[config.mk]
export PLATFORM = sky130hd
export DESIGN_NAME = arbiter_rr_hold
export DESIGN_NICKNAME = d
export VERILOG_FILES = /design/src/rtl/arbiter_rr_hold.sv
export SDC_FILE = /design/constraint.sdc
export NUM_CORES = 1
export LEC_CHECK = 0
export CORE_ASPECT_RATIO = 0.5
export CORE_MARGIN = 2
export CORE_UTILIZATION = 42
export CTS_CLUSTER_SIZE = 14
export DETAILED_ROUTE_END_ITERATION = 12
export PLACE_DENSITY = 0.59
export SYNTH_ARGS = -nofsm -noshare
export SYNTH_HDL_FRONTEND = slang
export SYNTH_SLANG_ARGS = --single-unit
[constraint.sdc]
create_clock -name clk -period 14.5 [get_ports clk]
set_input_delay 2.9 -clock clk [delete_from_list [all_inputs] [get_ports clk]]
set_output_delay 2.9 -clock clk [all_outputs]
set_load 0.02 [all_outputs]
[src/rtl/arbiter_rr_hold.sv]
// rtl/arbiter_rr_hold.sv - N-input round-robin arbiter with grant hold and optional hold timeout
// One instance per router output port; gnt drives crossbar select and input-buffer read enables.
module arbiter_rr_hold #(
   parameter int N        = 5,
   parameter int ID_W     = 3,
   parameter int MAX_HOLD = 0,
   parameter int CNT_W    = 8
) (
   input  logic            clk,
   input  logic            rst,
   input  logic [N-1:0]    req,
   output logic [N-1:0]    gnt,
   output logic            gnt_valid,
   output logic [ID_W-1:0] gnt_id
);

   typedef enum logic {IDLE, GRANT} state_t;

   localparam logic [CNT_W-1:0] CNT_MAX  = '1;
   localparam logic [CNT_W-1:0] HOLD_LIM = CNT_W'(MAX_HOLD == 0 ? 0 : MAX_HOLD - 1);

   state_t          state, state_nxt;
   logic [ID_W-1:0] owner, owner_nxt;
   logic [ID_W-1:0] ptr, ptr_nxt;
   logic [CNT_W-1:0] hold_cnt, hold_cnt_nxt;
   logic [N-1:0]    gnt_nxt;
   logic [ID_W-1:0] gnt_id_nxt;

   logic [N-1:0]    own_mask;
   logic [N-1:0]    others;
   logic            owner_req;
   logic            at_limit;
   logic            timeout;
   logic            pick_found;
   logic [ID_W-1:0] pick_idx;

   // First set bit of r at or after p, wrapping; returns {found, index}.
   function automatic logic [ID_W:0] pick(input logic [N-1:0] r, input logic [ID_W-1:0] p);
      logic            found;
      logic [ID_W-1:0] idx;
      int              best_d;
      int              d;
      found  = 1'b0;
      idx    = '0;
      best_d = N;
      for (int i = 0; i < N; i++) begin
         d = i - int'(p);
         if (d < 0) d = d + N;
         if (r[i] && d < best_d) begin
            best_d = d;
            found  = 1'b1;
            idx    = ID_W'(i);
         end
      end
      return {found, idx};
   endfunction

   always_comb begin
      own_mask = '0;
      for (int i = 0; i < N; i++)
         own_mask[i] = (state == GRANT) && (owner == ID_W'(i));
   end

   // In IDLE own_mask is zero, so the same search serves first grant and hand-over.
   assign others    = req & ~own_mask;
   assign owner_req = |(req & own_mask);
   assign at_limit  = (MAX_HOLD != 0) && (hold_cnt == HOLD_LIM);
   assign timeout   = at_limit && owner_req && (|others);
   assign {pick_found, pick_idx} = pick(others, ptr);

   always_ff @(posedge clk) begin
      if (rst) begin
         state     <= IDLE;
         owner     <= '0;
         ptr       <= '0;
         hold_cnt  <= '0;
         gnt       <= '0;
         gnt_valid <= 1'b0;
         gnt_id    <= '0;
      end else begin
         state     <= state_nxt;
         owner     <= owner_nxt;
         ptr       <= ptr_nxt;
         hold_cnt  <= hold_cnt_nxt;
         gnt       <= gnt_nxt;
         gnt_valid <= (state_nxt == GRANT);
         gnt_id    <= gnt_id_nxt;
      end
   end

   always_comb begin
      state_nxt    = state;
      owner_nxt    = owner;
      ptr_nxt      = ptr;
      hold_cnt_nxt = hold_cnt;
      case (state)
         IDLE: begin
            hold_cnt_nxt = '0;
            if (pick_found) begin
               state_nxt = GRANT;
               owner_nxt = pick_idx;
               ptr_nxt   = (int'(pick_idx) == N - 1) ? '0 : pick_idx + ID_W'(1);
            end
         end
         GRANT: begin
            if (owner_req && !timeout) begin
               if (!at_limit && hold_cnt != CNT_MAX)
                  hold_cnt_nxt = hold_cnt + CNT_W'(1);
            end else if (pick_found) begin
               owner_nxt    = pick_idx;
               ptr_nxt      = (int'(pick_idx) == N - 1) ? '0 : pick_idx + ID_W'(1);
               hold_cnt_nxt = '0;
            end else begin
               state_nxt    = IDLE;
               hold_cnt_nxt = '0;
            end
         end
         default: state_nxt = IDLE;
      endcase
   end

   always_comb begin
      gnt_nxt    = '0;
      gnt_id_nxt = '0;
      if (state_nxt == GRANT) begin
         gnt_id_nxt = owner_nxt;
         for (int i = 0; i < N; i++)
            gnt_nxt[i] = (owner_nxt == ID_W'(i));
      end
   end

endmodule

==> metrics.cfg <==
[min_path]
hold_class=flop to flop
hold_start=owner[2]
holdPathEnd=owner[2]
whs_path_depth=2

[routing]
drtIter0Drc=62
ant_nets=0
via_per_inst=5.49
vias=1708
wl_per_cell_um=14.4
drtPass1Iterations=4
routed_wl_um=4470
drc=0

[timing]
setup_slack_ps=3610
maxSlewHeadroom=0.528
hold_viol=0
fin_setup_tns_ps=0
clock_skew_ps=0.628
slew_violations=0
period_share=0.751
fmax_mhz=91.8
setup_viol=0
worstMarginPinSlew_ps=698
period_needed_ps=10890
rsz0062_at_grt=no

[clock_tree]
cts_max_level=1
cts_made_buffers=3
cts.path.max_buffers=2
clock-sinks=15
cts_resized=0
clk_latency_ps=240
clk_pin_slew_worst_paths_ps=50
cts_hold_buf=0
cts_root_buf=clkbuf_8
post_cts_buffers=0
cts_tree=done

[final_layout]
drive_gt1_frac=0.0748
n_fill_cell=444
nNetsFinal=289
mostFrequentLayoutCells=29 x nor2_1, 27 x ha_1, 18 x inv_1
utilization=0.486
seq_area_um2=300
n_antenna_cell=0
final_area_um2=2120
area_growth_pct=12.0
mostFrequentLayoutCell=nor2_1
multi_input_area_um2=1480

[place]
placed_area_um2=2070
dp_hpwl_um=3750
place.gp.congestion=0.896
portBuffers=15
place_ws_ps=3360

[flow_run]
drv_cap=0

[setup_path]
path_common_cell=ha_1
cp_data_arrival_time_ps=11000
reg2reg_to=ptr[1]
crit_type=input pin to flop
required_ps=14610
critical-path-slowest-cell=clkdlybuf4s50_1
crit_path_max_fanout=8
critPathMaxStageDelay_ps=470
startpoint_type=input pin
endpoint_kind=flop
r2r_cells=38
rrSetupSlack_ps=5210
r2r-start=ptr[0]

[synth]
post_synth.cell_area_avg_um2=7.78
synth_edf_count=0
syn_area_um2=1890
ys_types=58
synth-seq-cells=15
async_flop_share=0
yosysWarnings=0
syn-instance-count=243
syn-num-nets=277
ys_seq_area_frac=0.159
synth_ff_type=dfxtp_1

[status]
outcome=completed

[global_routing]
globalRouteOverflowTotal=0
grt_max_degree=16
track_usage=0.192
antenna_found_initial=0
grt_pass1_wl_um=7870
grt_pass1_vias=1632

[floorplanning]
dieArea_um2=5090
die_w_um=98.9
ios=16
fp-row-count=17
start_util=0.434
fp.dieH_um=51.4
core-area_um2=4360

synthesized netlist by cell type (all sizes together) (6+ instances only):
library cell	count	area, um2
mux2i	6	60.1
a21o	7	52.6
a21oi	14	73.8
o21ai	13	80.1
inv	18	67.6
dfxtp	15	300
nor2	29	109
buf	6	31.3
ha	27	338
nor3	12	65.1
nand3	8	40.0
nand2	15	63.8
state kept, by name, indices dropped and copies added (netlist names):
register and count:
gnt 5, owner 3, ptr 3, gnt_id 3, state 1
kinds of logic (layout without fill, tap and decap cells):
family / count (synthesis) / after routing / synth area share
simple gates: 94 / 94 / 0.265
buf+inv: 26 / 37 / 0.0563
xor+xnor: 7 / 7 / 0.0324
fa+ha+maj: 27 / 27 / 0.179
other cells: 1 / 1 / 0.00198
compound gates: 65 / 65 / 0.257
flops: 15 / 15 / 0.159
mux: 8 / 8 / 0.0496
final cells by class:
cell class,instances,area share
tap,57,0.0337
sequential,15,0.142
clock buffer,4,0.0213
multi-input combinational,202,0.701
timing repair buffer,15,0.0709
inverter,18,0.0319
per-stage QoR:
| step | hold slack (ps) | instances |
|---|---|---|
| after global routing | 707 | 311 |
| after floorplan | 574 | 243 |
| after CTS | 666 | 311 |
| final | 663 | 311 |
| after global placement | 649 | 307 |
| after detailed placement | 657 | 307 |
critical path: cells and delay by family:
| kind | cells | cell delay, ps |
|---|---|---|
| compound gates | 11 | 2400 |
| fa+ha+maj | 5 | 1230 |
| buf+inv | 2 | 540 |
| mux | 3 | 770 |
| simple gates | 15 | 3150 |
routing by layer:
layer	track usage	up-vias	routed length [um]
met4	0.0411	0	21
met2	0.304	31	1910
met1	0.285	777	2370
met3	0.0123	4	167
li1	-	896	-
met5	0	-	0
how the worst max path moves through the flow:
stage | slack [ps] | cells after the start | start | end
finish | 3610 | 36 | req[0] | ptr[1]
floorplan | 4690 | 36 | req[0] | ptr[1]
CTS | 3620 | 36 | req[0] | ptr[1]
global route | 2960 | 36 | req[0] | ptr[1]
detailed placement | 3360 | 36 | req[0] | ptr[1]
global placement | 3490 | 36 | req[0] | ptr[1]
Power is left out: the tool's default activity adds up to more than one toggle a clock period on the data nets, which glitch-free logic cannot reach.
